## src/rtl/axi_clint_xbar.sv

```systemverilog
// AXI4 1-to-2 crossbar: LSU data port to the CLINT (read-only, single beat) and the SoC port.
// Independent read and write FSMs, one outstanding transaction per direction.
module axi_clint_xbar #(
  parameter logic [31:0] CLINT_BASE = 32'h0200_0000,
  parameter logic [31:0] CLINT_MASK = 32'hFFFF_0000
) (
  input  logic        clock,
  input  logic        reset,
  // master read address / data
  input  logic        m_arvalid,
  input  logic [31:0] m_araddr,
  input  logic [3:0]  m_arid,
  input  logic [7:0]  m_arlen,
  input  logic [2:0]  m_arsize,
  input  logic [1:0]  m_arburst,
  output logic        m_arready,
  output logic        m_rvalid,
  output logic [31:0] m_rdata,
  output logic [1:0]  m_rresp,
  output logic        m_rlast,
  output logic [3:0]  m_rid,
  input  logic        m_rready,
  // master write address / data / response
  input  logic        m_awvalid,
  input  logic [31:0] m_awaddr,
  input  logic [3:0]  m_awid,
  input  logic [7:0]  m_awlen,
  input  logic [2:0]  m_awsize,
  input  logic [1:0]  m_awburst,
  output logic        m_awready,
  input  logic        m_wvalid,
  input  logic [31:0] m_wdata,
  input  logic [3:0]  m_wstrb,
  input  logic        m_wlast,
  output logic        m_wready,
  output logic        m_bvalid,
  output logic [1:0]  m_bresp,
  output logic [3:0]  m_bid,
  input  logic        m_bready,
  // CLINT read port
  output logic        s0_arvalid,
  output logic [31:0] s0_araddr,
  output logic [3:0]  s0_arid,
  output logic [7:0]  s0_arlen,
  output logic [2:0]  s0_arsize,
  output logic [1:0]  s0_arburst,
  input  logic        s0_arready,
  input  logic        s0_rvalid,
  input  logic [31:0] s0_rdata,
  input  logic [1:0]  s0_rresp,
  output logic        s0_rready,
  // SoC port
  output logic        s1_arvalid,
  output logic [31:0] s1_araddr,
  output logic [3:0]  s1_arid,
  output logic [7:0]  s1_arlen,
  output logic [2:0]  s1_arsize,
  output logic [1:0]  s1_arburst,
  input  logic        s1_arready,
  input  logic        s1_rvalid,
  input  logic [31:0] s1_rdata,
  input  logic [1:0]  s1_rresp,
  input  logic        s1_rlast,
  input  logic [3:0]  s1_rid,
  output logic        s1_rready,
  output logic        s1_awvalid,
  output logic [31:0] s1_awaddr,
  output logic [3:0]  s1_awid,
  output logic [7:0]  s1_awlen,
  output logic [2:0]  s1_awsize,
  output logic [1:0]  s1_awburst,
  input  logic        s1_awready,
  output logic        s1_wvalid,
  output logic [31:0] s1_wdata,
  output logic [3:0]  s1_wstrb,
  output logic        s1_wlast,
  input  logic        s1_wready,
  input  logic        s1_bvalid,
  input  logic [1:0]  s1_bresp,
  input  logic [3:0]  s1_bid,
  output logic        s1_bready
);

  typedef enum logic [1:0] {RIdle, RClint, RSoc} r_state_t;
  typedef enum logic [1:0] {WIdle, WSoc, WDrain, WErrb} w_state_t;

  r_state_t   r_state_q, r_state_d;
  w_state_t   w_state_q, w_state_d;
  logic [3:0] r_id_q, r_id_d;
  logic [3:0] w_id_q, w_id_d;
  logic       ar_clint, aw_clint;

  assign ar_clint = (m_araddr & CLINT_MASK) == CLINT_BASE;
  assign aw_clint = (m_awaddr & CLINT_MASK) == CLINT_BASE;

  // Payloads are broadcast; only the handshake signals are steered.
  assign s0_araddr  = m_araddr;
  assign s0_arid    = m_arid;
  assign s0_arlen   = m_arlen;
  assign s0_arsize  = m_arsize;
  assign s0_arburst = m_arburst;
  assign s1_araddr  = m_araddr;
  assign s1_arid    = m_arid;
  assign s1_arlen   = m_arlen;
  assign s1_arsize  = m_arsize;
  assign s1_arburst = m_arburst;
  assign s1_awaddr  = m_awaddr;
  assign s1_awid    = m_awid;
  assign s1_awlen   = m_awlen;
  assign s1_awsize  = m_awsize;
  assign s1_awburst = m_awburst;
  assign s1_wdata   = m_wdata;
  assign s1_wstrb   = m_wstrb;
  assign s1_wlast   = m_wlast;

  always_ff @(posedge clock) begin
    if (reset) begin
      r_state_q <= RIdle;
      w_state_q <= WIdle;
      r_id_q    <= 4'd0;
      w_id_q    <= 4'd0;
    end else begin
      r_state_q <= r_state_d;
      w_state_q <= w_state_d;
      r_id_q    <= r_id_d;
      w_id_q    <= w_id_d;
    end
  end

  // Read path
  always_comb begin
    r_state_d  = r_state_q;
    r_id_d     = r_id_q;
    m_arready  = 1'b0;
    m_rvalid   = 1'b0;
    m_rdata    = 32'd0;
    m_rresp    = 2'd0;
    m_rlast    = 1'b0;
    m_rid      = 4'd0;
    s0_arvalid = 1'b0;
    s1_arvalid = 1'b0;
    s0_rready  = 1'b0;
    s1_rready  = 1'b0;
    unique case (r_state_q)
      RIdle: begin
        if (ar_clint) begin
          s0_arvalid = m_arvalid;
          m_arready  = s0_arready;
        end else begin
          s1_arvalid = m_arvalid;
          m_arready  = s1_arready;
        end
        if (m_arvalid && m_arready) begin
          r_id_d    = m_arid;
          r_state_d = ar_clint ? RClint : RSoc;
        end
      end
      RClint: begin
        // CLINT has no rlast/rid; it always answers with a single beat.
        m_rvalid  = s0_rvalid;
        m_rdata   = s0_rdata;
        m_rresp   = s0_rresp;
        m_rlast   = 1'b1;
        m_rid     = r_id_q;
        s0_rready = m_rready;
        if (s0_rvalid && m_rready) r_state_d = RIdle;
      end
      RSoc: begin
        m_rvalid  = s1_rvalid;
        m_rdata   = s1_rdata;
        m_rresp   = s1_rresp;
        m_rlast   = s1_rlast;
        m_rid     = s1_rid;
        s1_rready = m_rready;
        if (s1_rvalid && m_rready && s1_rlast) r_state_d = RIdle;
      end
      default: r_state_d = RIdle;
    endcase
    if (reset) begin
      m_arready  = 1'b0;
      m_rvalid   = 1'b0;
      m_rdata    = 32'd0;
      m_rresp    = 2'd0;
      m_rlast    = 1'b0;
      m_rid      = 4'd0;
      s0_arvalid = 1'b0;
      s1_arvalid = 1'b0;
      s0_rready  = 1'b0;
      s1_rready  = 1'b0;
    end
  end

  // Write path; CLINT writes are absorbed here and answered with DECERR.
  always_comb begin
    w_state_d  = w_state_q;
    w_id_d     = w_id_q;
    m_awready  = 1'b0;
    m_wready   = 1'b0;
    m_bvalid   = 1'b0;
    m_bresp    = 2'd0;
    m_bid      = 4'd0;
    s1_awvalid = 1'b0;
    s1_wvalid  = 1'b0;
    s1_bready  = 1'b0;
    unique case (w_state_q)
      WIdle: begin
        if (aw_clint) begin
          m_awready = 1'b1;
          if (m_awvalid) begin
            w_id_d    = m_awid;
            w_state_d = WDrain;
          end
        end else begin
          s1_awvalid = m_awvalid;
          m_awready  = s1_awready;
          if (m_awvalid && s1_awready) w_state_d = WSoc;
        end
      end
      WSoc: begin
        s1_wvalid = m_wvalid;
        m_wready  = s1_wready;
        m_bvalid  = s1_bvalid;
        m_bresp   = s1_bresp;
        m_bid     = s1_bid;
        s1_bready = m_bready;
        if (s1_bvalid && m_bready) w_state_d = WIdle;
      end
      WDrain: begin
        m_wready = 1'b1;
        if (m_wvalid && m_wlast) w_state_d = WErrb;
      end
      WErrb: begin
        m_bvalid = 1'b1;
        m_bresp  = 2'b11;
        m_bid    = w_id_q;
        if (m_bready) w_state_d = WIdle;
      end
      default: w_state_d = WIdle;
    endcase
    if (reset) begin
      m_awready  = 1'b0;
      m_wready   = 1'b0;
      m_bvalid   = 1'b0;
      m_bresp    = 2'd0;
      m_bid      = 4'd0;
      s1_awvalid = 1'b0;
      s1_wvalid  = 1'b0;
      s1_bready  = 1'b0;
    end
  end

endmodule

```

## config.mk

```make
export PLATFORM = sky130hd
export DESIGN_NAME = axi_clint_xbar
export DESIGN_NICKNAME = d
export VERILOG_FILES = /design/src/rtl/axi_clint_xbar.sv
export SDC_FILE = /design/constraint.sdc
export NUM_CORES = 1
export LEC_CHECK = 0
export ABC_AREA = 1
export BUFFER_PORTS_ARGS = -buffer_cell sky130_fd_sc_hd__buf_2
export CORE_AREA = 2 2 180 182
export DETAILED_ROUTE_END_ITERATION = 12
export DIE_AREA = 0 0 182 184
export PLACE_DENSITY = 0.45
export RECOVER_POWER = 25
export SYNTH_ARGS = -nofsm -noshare
export SYNTH_HDL_FRONTEND = slang
export SYNTH_SLANG_ARGS = --single-unit
```

## constraint.sdc

```tcl
create_clock -name clock -period 1.4 [get_ports clock]
set_input_delay 0.21 -clock clock [delete_from_list [all_inputs] [get_ports clock]]
set_output_delay 0.21 -clock clock [all_outputs]
set_load 0.02 [all_outputs]
```

==> impl_results.md, run 1 <==
* Final Cell Area at 5260 sq um
* CP Data Arrival Time at 1.55 ns
* Mapped cell area at 3030 sq um
* Setup TNS at -14.83 ns
* Count leader, synth: buf_4
* Post-CTS Hold Buffers at 0
* CTS tree: built
* Violated checks: setup timing
* Max Slew Vio Count at 0
* Post-DRT Antenna Nets at 0
* Leak at 2.32 nW
* Worst slew margin at 0.754
* Area leader, netlist: buf_4
* Die height at 184 um
* Synthesized area per cell at 5.97 sq um
* Drt first pass iters at 4
* Largest net degree at the start of global routing at 41
* DR WL/cell at 14.3 um
* Max Root-Sink Buffers at 2
* Drt drc at 0
* Required time worst endpoint at 1.19 ns
* Via count at 3391
* Max Cap Viol at 0
* Drt initial violations at 76
* Tmin final at 1.76 ns
* N_diodes at 0
* Ys flop type: dfxtp_1
* Synth area leaders: buf_4 46%, nand2_1 16%, a21oi_1 8.4%
* R2R Path Start: r_state_q[0]
* Total gr overflow at 0
* Clock Tree Root: clkbuf_16
* Setup CP Type: flip-flop to output port
* Share of layout cells above drive strength 1 at 0.714
* Seq/Total Area, Yosys at 0.0793
* Post-synth top cells: 184 x buf_4, 132 x nand2_1, 51 x a21oi_1
* IO Port Bufs at 251
* Worst skew pair latency at 0.25 ns
* Core ar. at 31400 sq um
* Routability cong. at 0.738
* Final hold violations at 0
* Placed Area at 3860 sq um
* Hold Crit Class: primary input to flip-flop
* Routed WL at 14600 um
* Final HPWL DP at 11200 um
* Worst Hold Launch: m_awid[3]
* Seq cells post-synth at 12
* CP endpoint kind: output port
* # nets final at 856
* Starting density of the core at 0.0965
* CTS buffer count at 3
* EDFF count, synth at 0
* H-tree depth at 1
* Post-synthesis async set-or-reset flop share at 0
* Synth top area share at 0.456
* CTS sink cnt at 12
* Fin crit share at 1.26
* Multi-input logic area at 1950 sq um
* Fill count at 3589
* Via density at 3.32
* Crit. Startpoint: r_state_q[1]
* Number of global-route vias before repair at 3235
* Syn_nets at 743
* RSZ-0062 raised after global routing: yes
* Pwr Density at 1100 nW/um^2
* Synth Instances at 507
* Crit path max fanout at 6
* # IOs at 469
* Area added between synthesis and finish at 73.6%
* First-pass GRT wire length at 18800 um
* Yosys cell types at 23
* Standard-cell rows at 65
* Peak supply drop at 0.351 mV
* Setup-failing EPs final at 58
* Actual slew at the worst max-slew pin at 0.370 ns
* Outcome: complete, but fails checks
* Antenna violations before repair at 0
* Clock Skew at 0.000464 ns
* All-layer global routing usage at 0.0744
* Die ar. at 33500 sq um
* Setup ws final at -0.360 ns
* CP startpoint kind: flip-flop
* Reg area at 253 sq um
* Die W at 182 um
* Synthesis Warnings at 0
* Clock-pin slew on the worst setup and hold paths at 0.05 ns
* Fmax at 568 MHz
-- cells in the final DEF (no fill, tap or decap), drive strengths merged --
master	count
nand3	12
inv	31
nor3	3
o22ai	1
nor2	40
nor4	1
buf	310
dfxtp	12
clkbuf	5
a21oi	51
o21ai	4
nand2	134
ha	8
and2	1
nand4	4
a22o	1
-- worst max-delay path, stage by stage, from the launching register on --
cell and delay (ns):
dfxtp_4 0.36, inv_4 0.05, ha_4 0.28, nand2_8 0.07, buf_6 0.15, buf_16 0.14
a21oi_4 0.13, buf_6 0.13
-- area by class of cell --
cell class | instances | area share
Sequential cell | 12 | 0.0481
Clock buffer | 3 | 0.0143
Inverter | 31 | 0.0245
Multi-Input combinational cell | 260 | 0.371
Timing Repair Buffer | 312 | 0.446
Tap cell | 402 | 0.0957
-- stage by stage --
stage               std cells  hold WS (ns)  setup WS (ns)  power, W  utilization
CTS                      1010         0.220         -0.370   0.00497        0.147
global route             1020         0.243         -0.407   0.00618        0.167
global placement          998         0.420         -0.219   0.00342        0.123
finish                   1020         0.226         -0.360   0.00579        0.167
detailed placement        998         0.420         -0.250   0.00344        0.123
floorplan                 507         0.345         -0.116   0.00288            -
-- registers in the layout, indices dropped and copies added, names as in the netlist --
| signal | cells |
|---|---|
| r_id_q | 4 |
| w_state_q | 2 |
| r_state_q | 2 |
| w_id_q | 4 |
-- layer usage --
metal | GRT usage | vias up | wire length (um)
met1 | 0.0836 | 1531 | 5460
met4 | 0.0323 | 0 | 516
li1 | - | 1608 | -
met3 | 0.0305 | 52 | 1430
met2 | 0.124 | 200 | 7180
met5 | 0 | - | 0
-- worst paths after layout --
check                 endpoint  slack [ns]  cells after the start
setup / recovery   m_rdata[15]       -0.36                      7
hold / removal       w_id_q[3]        0.23                      3
setup reg to reg  r_state_q[0]       -0.01                      8
hold reg to reg      w_id_q[1]        0.50                      2
-- cell families after synthesis --
kind of cell | synth area share
and+or+nand+nor | 0.266
adders and majority gates | 0.0331
DFF | 0.0793
buffers and inverters | 0.526
AOI/OAI and AO/OA | 0.0959
-- where the power goes --
part | switching (W) | internal (W)
sequential | 0.0000507 | 0.000407
clock | 0.000177 | 0.000375
combinational | 0.00260 | 0.00217
total | 0.00283 | 0.00296
-- repair_timing --
| action | 4_1_cts | 5_1_grt |
|---|---|---|
| hold endpoints to repair | 0 | 0 |
| setup buffers | 6 | 7 |
| endpoints found under the setup margin | 63 | 66 |
| pin swaps | 38 | 30 |
| gates cloned | 3 | 3 |
| gates resized for setup | 164 | 115 |
(Power assumes the default switching activity.)
==> inputs of run 2 (changes only) <==
CAP_MARGIN = 20   (was default)
PLACE_DENSITY = default   (was 0.45)
PLACE_DENSITY_LB_ADDON = 0.2   (was default)
SKIP_LAST_GASP = 1   (was default)
==> run 2 against run 1 <==
The flow still finishes with violations (setup timing). Clock skew hardly changed. Critical path depth unchanged. Via count is 2.4% lower. Setup slack got worse by 0.011 ns. Power increased by 0.81%. Die area is the same. Clock power shrank 2%. Global-route usage increased by 0.34 points. Critical endpoint is now m_rlast.
==> impl_results.md, run 2 (synthesis results as in run 1) <==
* Outcome: complete, but fails checks (unchanged)
* Violated checks: setup timing (unchanged)
* Peak supply drop at 0.490 mV (was 0.351 mV)
* Post-DRT Antenna Nets at 0 (unchanged)
* CP Data Arrival Time at 1.56 ns (was 1.55 ns)
* Fill count at 3622 (was 3589)
* # IOs at 469 (unchanged)
* Starting density of the core at 0.0965 (unchanged)
* Worst slew margin at 0.835 (was 0.754)
* N_diodes at 0 (unchanged)
* Via count at 3310 (was 3391)
* Max Cap Viol at 0 (unchanged)
* Leak at 2.31 nW (was 2.32 nW)
* Total gr overflow at 0 (unchanged)
* Final HPWL DP at 11200 um (about the same)
* Hold path depth at 3 (unchanged)
* CTS sink cnt at 12 (unchanged)
* Clock-pin slew on the worst setup and hold paths at 0.05 ns (about the same)
* Drt drc at 0 (unchanged)
* Drt initial violations at 69 (was 76)
* DR WL/cell at 13.6 um (was 14.3 um)
* Routed WL at 14000 um (was 14600 um)
* Worst Hold Launch: m_awid[2] (was m_awid[3])
* Clock Skew at 0.000857 ns (was 0.000464 ns)
* Required time worst endpoint at 1.19 ns (about the same)
* H-tree depth at 1 (unchanged)
* Pre-CTS setup slack at -0.256 ns (was -0.250 ns)
* Post-CTS Hold Buffers at 0 (unchanged)
* Pwr Density at 1130 nW/um^2 (was 1100 nW/um^2)
* Core ar. at 31400 sq um (unchanged)
* Crit path max fanout at 14 (was 6)
* First-pass GRT wire length at 19600 um (was 18800 um)
* Area added between synthesis and finish at 70.9% (was 73.6%)
* Tmin final at 1.77 ns (was 1.76 ns)
* Setup ws final at -0.370 ns (was -0.360 ns)
* Actual slew at the worst max-slew pin at 0.248 ns (was 0.370 ns)
* CTS tree: built (unchanged)
* Die height at 184 um (unchanged)
* All-layer global routing usage at 0.0778 (was 0.0744)
* CP endpoint kind: output port (unchanged)
* CP startpoint kind: flip-flop (unchanged)
* CTS buffer count at 3 (unchanged)
* Die ar. at 33500 sq um (unchanged)
* RSZ-0062 raised after global routing: yes (unchanged)
* Drt first pass iters at 4 (unchanged)
* Die W at 182 um (unchanged)
* Hold Crit Class: primary input to flip-flop (unchanged)
* Top Registers: r_id_q (4), w_id_q (4) (unchanged)
* Share of layout cells above drive strength 1 at 0.709 (was 0.714)
* Commonest non-fill, non-tap cell in the layout: buf_2 (unchanged)
* Max Root-Sink Buffers at 2 (unchanged)
* Fin crit share at 1.26 (about the same)
* IO Port Bufs at 251 (unchanged)
* Standard-cell rows at 65 (unchanged)
* Via density at 3.22 (was 3.32)
* Number of global-route vias before repair at 3321 (was 3235)
* Setup CP Type: flip-flop to output port (unchanged)
* R2r endpoint: w_state_q[0] (was r_state_q[0])
* WHS Endpoint: w_id_q[2] (was w_id_q[3])
* Clock Tree Root: clkbuf_16 (unchanged)
* R2r worst-path depth at 10 (was 8)
* R2R Path Start: w_state_q[0] (was r_state_q[0])
* Reg2Reg Setup Slack at -0.04 ns (was -0.01 ns)
* Routability cong. at 0.713 (was 0.738)
* Max Slew Vio Count at 0 (unchanged)
* Final hold violations at 0 (unchanged)
* Highest-count cells in the layout ignoring fill and taps: 186 x buf_2, 107 x nand2_1, 67 x buf_4 (was 180 x buf_2, 104 x nand2_1, 63 x buf_6)
* Fmax at 565 MHz (was 568 MHz)
* # nets final at 863 (was 856)
* Antenna violations before repair at 0 (unchanged)
* Placed Area at 3960 sq um (was 3860 sq um)
* Final Cell Area at 5170 sq um (was 5260 sq um)
* Worst skew pair latency at 0.25 ns (about the same)
* Setup-failing EPs final at 58 (unchanged)
* Largest net degree at the start of global routing at 19 (was 41)
[run 2: changes by cell type in the layout (fill, tap and decap cells not counted), sizes merged]
| cell | before | now |
|---|---|---|
| bufbuf | 0 | 2 |
| clkbuf | 5 | 3 |
| buf | 310 | 317 |
[run 2: layout make-up]
| cell class | count | area, sq um | share of cell area |
|---|---|---|---|
| tap | 402 | 503 | 0.0972 |
| multi-input combinational | 260 | 1850 | 0.358 |
| inverter | 31 | 129 | 0.0249 |
| sequential | 12 | 253 | 0.0488 |
| timing repair buffer | 319 | 2360 | 0.457 |
| clock buffer | 3 | 75.1 | 0.0145 |
[run 2: metrics by stage]
step	TNS [ns]	cells	hold slack, ns	utilization	total power (W)
2_1_floorplan	-3.95	507	0.345	-	0.00288
3_3_place_gp	-7.44	1002	0.420	0.126	0.00370
3_5_place_dp	-7.51	1002	0.420	0.126	0.00368
4_1_cts	-16.66	1024	0.195	0.154	0.00571
5_1_grt	-19.43	1027	0.237	0.165	0.00627
6_report	-15.11	1027	0.212	0.165	0.00583
[run 2: worst max path at each step]
stage,cells past startpoint,startpoint,to,slack (ns)
global route,7,r_state_q[0],m_rdata[29],-0.44
finish,7,r_state_q[1],m_rlast,-0.37
CTS,7,r_state_q[0],m_rdata[29],-0.39
floorplan,6,r_state_q[0],m_rdata[0],-0.12
detailed placement,7,r_state_q[0],m_rlast,-0.26
global placement,6,r_state_q[0],m_rdata[29],-0.24
[run 2: routing by layer]
layer	vias up	part of all wire	global-route usage
met3	52	0.10	0.0329
met1	1448	0.36	0.0834
met4	0	0.038	0.0355
met2	188	0.50	0.133
met5	-	0	0
li1	1622	-	-
[run 2: timing repair]
action | in CTS | in global routing
setup buffers | 13 | 5
endpoints found under the setup margin | 65 | 63
pin swaps | 21 | 34
resized for setup | 147 | 82
hold endpoints to repair | 0 | 0
cloned | 6 | 0
[run 2: worst max-delay path, stage by stage, from the launching register on]
cell     delay [ns]
dfxtp_2        0.31
buf_4          0.13
ha_1           0.20
buf_12         0.16
buf_4          0.14
a21oi_4        0.18
nor2_4         0.06
buf_6          0.13
[run 2: report_power, final]
| group | internal (W) | switching [W] | total, W |
|---|---|---|---|
| clock | 0.000374 | 0.000167 | 0.000540 |
| sequential | 0.000406 | 0.0000457 | 0.000452 |
| combinational | 0.00234 | 0.00250 | 0.00484 |
| total | 0.00312 | 0.00271 | 0.00583 |
==> inputs of run 3 (changes only) <==
GPL_TIMING_DRIVEN = 0   (was default)
==> run 3 against run 2 <==
Largest power group unchanged. Critical path depth shrank 1. The run still ends with setup timing left. Flip-flop and latch count is the same. Hold slack gained 0.0076 ns. Highest routed layer unchanged. Largest cell class unchanged. Setup slack gained 0.032 ns.
==> impl_results.md, run 3 (synthesis results as in run 1) <==
* Setup ws final at -0.338 ns (was -0.370 ns)
* Reg area at 253 sq um (unchanged)
* Drt first pass iters at 5 (was 4)
* Peak supply drop at 0.302 mV (was 0.490 mV)
* IO Port Bufs at 373 (was 251)
* Clock Tree Root: clkbuf_16 (unchanged)
* Clock Skew at 0.00108 ns (was 0.000857 ns)
* Via density at 3.29 (was 3.22)
* Crit path max fanout at 7 (was 14)
* Kind of cell adding the most delay to the critical path: flip-flops (was buffers and inverters)
* H-tree depth at 1 (unchanged)
* Drt drc at 0 (unchanged)
* N_diodes at 0 (unchanged)
* Clock-pin slew on the worst setup and hold paths at 0.05 ns (about the same)
* Worst hold slack at 0.219 ns (was 0.212 ns)
* Total placed cells including tap cells at 1282 (was 1002)
* Number of global-route vias before repair at 3988 (was 3321)
* Core ar. at 31400 sq um (unchanged)
* First-pass GRT wire length at 23200 um (was 19600 um)
* Antenna violations before repair at 0 (unchanged)
* Max Root-Sink Buffers at 2 (unchanged)
* Starting density of the core at 0.0965 (unchanged)
* CTS tree: built (unchanged)
* Post-CTS Hold Buffers at 0 (unchanged)
* Area added between synthesis and finish at 124% (was 70.9%)
* Pwr Density at 885 nW/um^2 (was 1130 nW/um^2)
* Max Slew Vio Count at 0 (unchanged)
* Max Cap Viol at 0 (unchanged)
* Routability cong. at 0.826 (was 0.713)
* All-layer global routing usage at 0.0914 (was 0.0778)
* Via count at 4302 (was 3310)
* Routed WL at 17000 um (was 14000 um)
* Layout Cells excl Fill at 1307 (was 1027)
* Largest net degree at the start of global routing at 11 (was 19)
* Hold Crit Class: primary input to flip-flop (unchanged)
* Top Registers: r_id_q (4), w_id_q (4) (unchanged)
* Worst skew pair latency at 0.25 ns (about the same)
* CTS sink cnt at 12 (unchanged)
* Commonest non-fill, non-tap cell in the layout: buf_2 (unchanged)
* Final HPWL DP at 14600 um (was 11200 um)
* Outcome: complete, but fails checks (unchanged)
* Setup CP Type: flip-flop to output port (unchanged)
* Buffers and inverters on the worst path at 3 (was 4)
* Die height at 184 um (unchanged)
* Actual slew at the worst max-slew pin at 0.266 ns (was 0.248 ns)
* Share of layout cells above drive strength 1 at 0.748 (was 0.709)
* Violated checks: setup timing (unchanged)
* RSZ-0062 raised after global routing: yes (unchanged)
* Fin crit share at 1.24 (was 1.26)
* Slowest stage delay, CP at 0.37 ns (was 0.31 ns)
* Fmax at 575 MHz (was 565 MHz)
* Die ar. at 33500 sq um (unchanged)
* CP startpoint kind: flip-flop (unchanged)
* Leak at 3.38 nW (was 2.31 nW)
* DR WL/cell at 13.0 um (was 13.6 um)
* # IOs at 469 (unchanged)
* Tmin final at 1.74 ns (was 1.77 ns)
* Final Cell Area at 6790 sq um (was 5170 sq um)
* Required time worst endpoint at 1.19 ns (about the same)
* Drt initial violations at 92 (was 69)
* CP Data Arrival Time at 1.53 ns (was 1.56 ns)
* Final hold violations at 0 (unchanged)
* Total gr overflow at 0 (unchanged)
* Standard-cell rows at 65 (unchanged)
* Die W at 182 um (unchanged)
* Placed Area at 5610 sq um (was 3960 sq um)
* Multi-input logic area at 1790 sq um (was 1850 sq um)
* Fill count at 3591 (was 3622)
* Worst slew margin at 0.822 (was 0.835)
* Highest-count cells in the layout ignoring fill and taps: 259 x buf_2, 232 x buf_4, 107 x nand2_1 (was 186 x buf_2, 107 x nand2_1, 67 x buf_4)
* Setup-failing EPs final at 58 (unchanged)
* Critical-path cell list: inv_4 -> ha_4 -> nand2_8 -> clkbuf_16 -> a21oi_4 -> buf_6 (was buf_4 -> ha_1 -> buf_12 -> buf_4 -> a21oi_4 -> nor2_4 -> buf_6)
* CP endpoint kind: output port (unchanged)
* CTS buffer count at 3 (unchanged)
* # nets final at 1143 (was 863)
* Post-DRT Antenna Nets at 0 (unchanged)
* Worst path slowest cell: dfxtp_4 (was dfxtp_2)
run 3: changes by cell type in the layout (fill, tap and decap cells not counted), moves of 8 or more:
cell and change:
buf_4 +165, buf_2 +73, clkbuf_1 +47, a21oi_4 -10, buf_12 -10, a21oi_2 +9, clkbuf_16 +9, buf_6 -8
run 3: power by group:
part / internal [W] / switching, W
clock network: 0.000374 / 0.000171
registers: 0.000414 / 0.0000736
logic: 0.00229 / 0.00269
run 3: path summary, 6_finish.rpt:
path	cells past startpoint	slack, ns	endpoint	from
max	6	-0.34	m_rdata[17]	r_state_q[0]
min	3	0.22	w_id_q[0]	m_awid[0]
max reg2reg	10	-0.01	w_state_q[0]	w_state_q[0]
min reg2reg	2	0.46	w_id_q[1]	w_id_q[1]
run 3: what timing repair did:
item | in CTS | in global routing
setup buffers | 16 | 5
pin swaps | 29 | 29
endpoints found under the setup margin | 65 | 59
gates resized for setup | 222 | 44
cloned | 5 | 0
run 3: per-layer routing:
metal / global-route usage / wire (um)
met1: 0.110 / 6820
met2: 0.176 / 9160
met3: 0.0141 / 922
met4: 0.00968 / 60
met5: 0 / 0
run 3: cell type report:
cell class	count	area share
inverter	31	0.0203
tap	402	0.0740
sequential	12	0.0372
timing repair buffer	399	0.351
clock buffer	3	0.0111
multi-input combinational	260	0.264
buffer	200	0.242
run 3: worst register-to-register path, stage by stage (launching register included):
cell and delay [ns]:
dfxtp_4 0.37, buf_6 0.12, ha_4 0.19, buf_6 0.13
nor2_4 0.09, o22ai_2 0.07, nor2_2 0.12, nand2_2 0.08
nand2_1 0.07, nand2_1 0.04, nor2_1 0.09
run 3: stage by stage:
stage,total power [W],util,setup WS [ns],TNS (ns)
floorplan,0.00288,-,-0.116,-3.95
global route,0.00645,0.216,-0.403,-17.26
detailed placement,0.00405,0.179,-0.699,-31.12
global placement,0.00407,0.179,-0.712,-31.55
finish,0.00601,0.216,-0.338,-13.18
CTS,0.00600,0.213,-0.355,-14.64
